File: src/rtl/mm_stream_if.sv
// mm_stream_if: byte-stream input and output valid/ready handshakes
interface mm_stream_if;
  logic [7:0] in_data;
  logic       in_valid;
  logic       in_ready;
  logic [7:0] out_data;
  logic       out_valid;
  logic       out_ready;
  modport master (output in_data, in_valid, out_ready, input in_ready, out_data, out_valid);
  modport slave  (input in_data, in_valid, out_ready, output in_ready, out_data, out_valid);
endinterface

File: src/rtl/mm_stream_core.sv
// mm_stream_core: streamed NxN matrix multiply C = A x B over byte handshakes.
// Define MM_SIGNED_EN for two's-complement elements and sign-extended results.
module mm_stream_core #(
  parameter int N  = 4,
  parameter int DW = 8
) (
  input  logic     clk,
  input  logic     rst,
  mm_stream_if.slave s,
  output logic     busy,
  output logic     done
);
  localparam int BI = DW / 8;
  localparam int RW = 2 * DW + $clog2(N);
  localparam int OB = (RW + 7) / 8;
  localparam int EW = $clog2(N * N);
  localparam int RC = $clog2(N);
  localparam int KW = $clog2(N + 1);
  localparam int BW = $clog2(OB);
  localparam logic [1:0] S_LA = 2'd0, S_LB = 2'd1, S_CP = 2'd2, S_SD = 2'd3;
  logic [1:0]    r_st;
  logic [DW-1:0] r_a [N*N];
  logic [DW-1:0] r_b [N*N];
  logic [RW-1:0] r_c [N*N];
  logic [7:0]    r_sh;
  logic [EW-1:0] r_idx, r_oe;
  logic          r_ib, r_ov;
  logic [RC-1:0] r_row, r_col;
  logic [KW-1:0] r_k;
  logic [RW-1:0] r_acc;
  logic [BW-1:0] r_ob;
  logic [7:0]    r_od;
  logic          w_in_fire, w_out_fire, w_last_byte, w_last_el, w_last_ob, w_last_oe, w_mac_wr, w_rc_end;
  logic [DW-1:0] w_elem, w_av, w_bv;
  logic [EW-1:0] w_ai, w_bi, w_ci, w_se;
  logic [BW-1:0] w_sb;
  logic [2*DW-1:0] w_prod;
  logic [RW-1:0] w_pext, w_cv;
  logic [OB*8-1:0] w_ext;
  logic [7:0]    w_ob;
  assign s.in_ready  = ~r_st[1];
  assign s.out_valid = r_ov;
  assign s.out_data  = r_od;
  assign busy        = r_st[1];
  assign w_in_fire   = s.in_valid & ~r_st[1];
  assign w_out_fire  = (r_st == S_SD) & r_ov & s.out_ready;
  assign w_last_byte = r_ib == 1'(BI - 1);
  assign w_last_el   = r_idx == EW'(N * N - 1);
  assign w_elem      = DW'({r_sh, s.in_data});
  assign w_mac_wr    = (r_st == S_CP) && (r_k == KW'(N));
  assign w_rc_end    = r_col == RC'(N - 1);
  assign w_ai = EW'(int'(r_row) * N + int'(r_k));
  assign w_bi = EW'(int'(r_k) * N + int'(r_col));
  assign w_ci = EW'(int'(r_row) * N + int'(r_col));
  assign w_av = r_a[w_ai];
  assign w_bv = r_b[w_bi];
  assign w_last_ob = r_ob == BW'(OB - 1);
  assign w_last_oe = r_oe == EW'(N * N - 1);
  // next output position; outside SEND this points at the first byte of C[0]
  assign w_se = (r_st == S_SD && w_last_ob) ? r_oe + 1'b1 : (r_st == S_SD) ? r_oe : '0;
  assign w_sb = (r_st == S_SD && !w_last_ob) ? r_ob + 1'b1 : '0;
  assign w_cv = r_c[w_se];
`ifdef MM_SIGNED_EN
  assign w_prod = {{DW{w_av[DW-1]}}, w_av} * {{DW{w_bv[DW-1]}}, w_bv};
  assign w_pext = {{(RW-2*DW){w_prod[2*DW-1]}}, w_prod};
  assign w_ext  = {{(OB*8-RW){w_cv[RW-1]}}, w_cv};
`else
  assign w_prod = {{DW{1'b0}}, w_av} * {{DW{1'b0}}, w_bv};
  assign w_pext = {{(RW-2*DW){1'b0}}, w_prod};
  assign w_ext  = {{(OB*8-RW){1'b0}}, w_cv};
`endif
  assign w_ob = 8'(w_ext >> (8 * (OB - 1 - int'(w_sb))));
  always_ff @(posedge clk) begin
    if (w_in_fire && w_last_byte && r_st == S_LA) r_a[r_idx] <= w_elem;
    if (w_in_fire && w_last_byte && r_st == S_LB) r_b[r_idx] <= w_elem;
    if (w_mac_wr) r_c[w_ci] <= r_acc;
  end
  always_ff @(posedge clk or posedge rst) begin
    if (rst) begin
      r_st  <= S_LA;
      r_sh  <= '0;
      r_idx <= '0;
      r_ib  <= 1'b0;
      r_row <= '0;
      r_col <= '0;
      r_k   <= '0;
      r_acc <= '0;
      r_oe  <= '0;
      r_ob  <= '0;
      r_ov  <= 1'b0;
      r_od  <= 8'h00;
      done  <= 1'b0;
    end else begin
      done <= 1'b0;
      if (w_in_fire) begin
        r_sh <= s.in_data;
        r_ib <= w_last_byte ? 1'b0 : r_ib + 1'b1;
        if (w_last_byte) r_idx <= w_last_el ? '0 : r_idx + 1'b1;
        if (w_last_byte && w_last_el) r_st <= (r_st == S_LA) ? S_LB : S_CP;
      end
      if (w_mac_wr) begin
        r_k   <= '0;
        r_col <= w_rc_end ? '0 : r_col + 1'b1;
        if (w_rc_end) r_row <= (r_row == RC'(N - 1)) ? '0 : r_row + 1'b1;
        if (w_rc_end && r_row == RC'(N - 1)) begin
          r_st <= S_SD;
          r_ov <= 1'b1;
          r_od <= w_ob;
          r_oe <= '0;
          r_ob <= '0;
        end
      end else if (r_st == S_CP) begin
        r_acc <= (r_k == '0 ? '0 : r_acc) + w_pext;
        r_k   <= r_k + 1'b1;
      end
      if (w_out_fire && w_last_ob && w_last_oe) begin
        r_st <= S_LA;
        r_ov <= 1'b0;
        r_od <= 8'h00;
        done <= 1'b1;
      end else if (w_out_fire) begin
        r_oe <= w_se;
        r_ob <= w_sb;
        r_od <= w_ob;
      end
    end
  end
endmodule

File: src/flat_wrapper.sv
// flat-port wrapper written by rule: the top's interface ports become plain ports
module mm_stream_core_flat 
#(
  parameter int N  = 4,
  parameter int DW = 8
)
  (clk, rst, busy, done, s_in_data, s_in_valid, s_out_ready, s_in_ready, s_out_data, s_out_valid);
  mm_stream_if s_i ();
  input  logic clk;
  input  logic rst;
  output logic busy;
  output logic done;
  input wire logic [$bits(s_i.in_data)-1:0] s_in_data;
  input wire logic [$bits(s_i.in_valid)-1:0] s_in_valid;
  input wire logic [$bits(s_i.out_ready)-1:0] s_out_ready;
  output wire logic [$bits(s_i.in_ready)-1:0] s_in_ready;
  output wire logic [$bits(s_i.out_data)-1:0] s_out_data;
  output wire logic [$bits(s_i.out_valid)-1:0] s_out_valid;
  assign s_i.in_data = s_in_data;
  assign s_i.in_valid = s_in_valid;
  assign s_i.out_ready = s_out_ready;
  assign s_in_ready = s_i.in_ready;
  assign s_out_data = s_i.out_data;
  assign s_out_valid = s_i.out_valid;
  mm_stream_core #(.N(N), .DW(DW)) u_core (.clk(clk), .rst(rst), .s(s_i), .busy(busy), .done(done));
endmodule
File: config.mk
export PLATFORM = sky130hd
export DESIGN_NAME = mm_stream_core_flat
export DESIGN_NICKNAME = d
export VERILOG_FILES = /design/src/rtl/mm_stream_if.sv /design/src/rtl/mm_stream_core.sv /design/src/flat_wrapper.sv
export SDC_FILE = /design/constraint.sdc
export NUM_CORES = 1
export LEC_CHECK = 0
export CAP_MARGIN = 30
export CORE_AREA = 2 2 222 224
export CTS_BUF_LIST = sky130_fd_sc_hd__clkbuf_2
export DETAILED_ROUTE_END_ITERATION = 8
export DIE_AREA = 0 0 224 226
export DONT_BUFFER_PORTS = 1
export MAX_ROUTING_LAYER = met4
export PLACE_DENSITY = 0.7
export REMOVE_ABC_BUFFERS = 1
export SETUP_SLACK_MARGIN = 0.1
export SLEW_MARGIN = 20
export SYNTH_ARGS = -nofsm -noshare
export SYNTH_HDL_FRONTEND = slang
export SYNTH_SLANG_ARGS = --single-unit
File: constraint.sdc
create_clock -name clk -period 14.1 [get_ports clk]
set_input_delay 0.705 -clock clk [delete_from_list [all_inputs] [get_ports clk]]
set_output_delay 0.705 -clock clk [all_outputs]
set_load 0.02 [all_outputs]
==> impl_metrics.env <==
export IMPL_port_buffer_count=0
export IMPL_synth_avg_cell_area_um2=14.9
export IMPL_vdd_drop_max_mv=0.228
export IMPL_setup_violations=0
export IMPL_yosysTopAreaCellShare_pct=62.3
export IMPL_initial_core_util_pct=54.2
export IMPL_place_gp_congestion=0.835
export IMPL_rsz0062_at_grt="false"
export IMPL_post_drt_wl_per_cell_um=23.1
export IMPL_register_area_mm2=0.0175
export IMPL_post_route_period_util_pct=46.1
export IMPL_die_y_um=226
export IMPL_ioPinCount=24
export IMPL_chipWidth_um=224
export IMPL_first_pass_iters=5
export IMPL_cts_sinks=591
export IMPL_netlist_top_cells_area="edfxtp_1 (62%), mux4_2 (6.9%), dfrtp_1 (4.5%)"
export IMPL_instances_no_fill=2624
export IMPL_critPathMaxFanout=44
export IMPL_multiInputGateArea_mm2=0.00794
export IMPL_clkTransAtPathRegs_ns=0.10
export IMPL_coreArea_mm2=0.0483
export IMPL_grt_overflow=0
export IMPL_clock_path_buffers=3
export IMPL_insertion_delay_ns=1.38
export IMPL_ant_nets=0
export IMPL_vias=15526
export IMPL_synth_main_ff_cell="edfxtp_1"
export IMPL_synthCells=1757
export IMPL_drcViolationCount=0
export IMPL_tns_ns=0
export IMPL_leakage_uw=0.0106
export IMPL_numCtsBuffers=147
export IMPL_postPlaceCellArea_mm2=0.0269
export IMPL_hold_violations=0
export IMPL_drv_cap=0
export IMPL_drt_initial_drc_count=1448
export IMPL_async_flop_share_pct=7.95
export IMPL_die_area_mm2=0.0506
export IMPL_postLayoutCellArea_mm2=0.0286
export IMPL_synth_cell_types=64
export IMPL_cts_setup_buffers=0
export IMPL_fin_worst_skew_ns=0.0983
export IMPL_status="completed"
export IMPL_track_usage_pct=25.7
export IMPL_end_kind="flop"
export IMPL_yosys_area_top_type="edfxtp_1"
export IMPL_layout_drive_gt1_share_pct=20.0
export IMPL_via_per_inst=5.92
export IMPL_nets=2004
export IMPL_synth_seq_cells=591
export IMPL_synth_most_common_cell="edfxtp_1"
export IMPL_arrival_ns=7.76
export IMPL_num_rows=81
export IMPL_grt_max_degree=92
export IMPL_first_global_vias=16030
export IMPL_p_total_uw=5840
export IMPL_grt_pass1_wl_mm=92.5
export IMPL_syn_to_final_growth_pct=9.31
export IMPL_maxSlewViolCount=0
export IMPL_antenna_found_initial=1
export IMPL_dp_cells=2329
export IMPL_powerDensity_mw_per_mm2=204
export IMPL_synth_commonest_cells="edfxtp_1 (544), nand2_1 (287), inv_1 (98)"
export IMPL_wl_mm=60.5
export IMPL_nFillCells=3792
export IMPL_cp_data_required_time_ns=15.36
export IMPL_path_class="flop to flop"
export IMPL_syn_area_mm2=0.0262
export IMPL_cts_tree="built"
export IMPL_ys_warn_count=0
export IMPL_worst_hold_slack_ns=0.274
export IMPL_fmax_mhz=154
export IMPL_period_minus_slack_ns=6.50
export IMPL_worst_pin_slew_ns=1.05
export IMPL_synth_yosys_seq_area_share_pct=66.8
export IMPL_min_path_type="input port to flop"
export IMPL_cts_root_buf="clkbuf_2"
export IMPL_htree_levels=4
export IMPL_worstSetupStartpointType="flop"
export IMPL_slew_limit_headroom_pct=29.9
export IMPL_synth_edf_count=544
export IMPL_dpl_hpwl_mm=36.3
==> area by class of cell <==
type / instances / share of cell area [%]
Tap cell: 622 / 2.72
Sequential cell: 591 / 61.1
Antenna cell: 5 / 0.0437
Inverter: 99 / 1.30
Multi-Input combinational cell: 978 / 27.7
Clock inverter: 37 / 1.06
Timing Repair Buffer: 67 / 2.07
Clock buffer: 225 / 3.93
==> cell usage in the layout, fill, tap and decap left out, drive strengths merged, types with 5 or more instances in the layout <==
master	count
a21o	10
buf	55
xnor2	10
and2	40
a32o	7
nor2	53
ha	58
nand4	5
a2bb2oi	5
a211oi	43
clkinv	25
nand2	289
mux2i	8
clkbuf	225
and3	64
o32a	5
fa	50
inv	104
a22oi	6
nor3	16
dlygate4sd3	12
mux2	8
nand3	54
mux4	80
a21oi	22
dfrtp	47
edfxtp	544
o21a	5
diode	5
o211ai	6
bufinv	6
o21ai	33
xor2	8
a31oi	24
a22o	6
a311oi	30
==> kinds of logic after synthesis <==
| group | share of synthesized area [%] |
|---|---|
| mux | 7.52 |
| simple gates | 9.33 |
| xor+xnor | 0.702 |
| compound gates | 6.12 |
| fa+ha+maj | 6.59 |
| flops | 66.8 |
| buf+inv | 2.91 |
==> critical path: stages (launching register included) <==
cell	delay, ns
dfrtp_2	0.36
buf_4	0.60
mux4_2	0.66
mux4_2	0.63
nand2_1	0.13
fa_1	0.43
fa_1	0.51
inv_1	0.04
ha_1	0.26
inv_1	0.05
fa_1	0.47
inv_1	0.06
ha_1	0.28
a21o_1	0.17
a21o_1	0.20
a2111oi_0	0.62
o21ai_0	0.30
and4_1	0.26
o21a_1	0.16
o31ai_1	0.22
==> registers in the layout (all words and copies together) (netlist names), 2 cells and up <==
register,count
u_core.r_a,128
u_core.r_col,2
u_core.r_k,3
u_core.r_st,2
u_core.r_ob,2
u_core.r_idx,4
u_core.r_oe,4
u_core.r_acc,18
u_core.s.out_data,8
u_core.r_b,128
u_core.r_row,2
u_core.r_c,288
==> per-layer routing <==
metal / global-route usage (%) / part of all wire (%)
met1: 30.9 / 39
met4: 10.3 / 2.8
met5: - / 0
met2: 42.3 / 51
met3: 6.10 / 7.3
==> power breakdown <==
| group | leakage (µW) | switching, µW | internal (µW) |
|---|---|---|---|
| registers | 0.00548 | 117 | 2070 |
| clock network | 0.00109 | 671 | 532 |
| logic | 0.00407 | 1380 | 1070 |
==> stage by stage <==
| stage | util [%] | worst slack, ns |
|---|---|---|
| 3_3_place_gp | 55.6 | 7.62 |
| 3_5_place_dp | 55.6 | 7.57 |
| 6_report | 59.3 | 7.60 |
| 2_1_floorplan | - | 7.31 |
| 5_1_grt | 59.2 | 7.20 |
| 4_1_cts | 59.0 | 7.56 |
==> worst paths after layout <==
kind                            slack (ns)            from               end  cells after the start
min in group asynchronous             0.53             rst   u_core.r_acc[0]                      4
worst max-delay path                  7.60   u_core.r_k[0]  u_core.r_acc[14]                     19
worst min-delay path                  0.27      s_in_valid   u_core.r_idx[3]                      3
worst max register to register        7.60   u_core.r_k[0]  u_core.r_acc[14]                     19
max in group asynchronous            13.00             rst   u_core.r_col[0]                      4
worst min register to register        0.54  u_core.r_ob[1]    u_core.r_ob[1]                      1
==> timing repair <==
action,4_1_cts,5_1_grt
hold buffers,16,4
endpoints found under the setup margin,0,0
resized for setup,0,0
hold endpoints to repair,330,128
(Power assumes the default switching activity.)
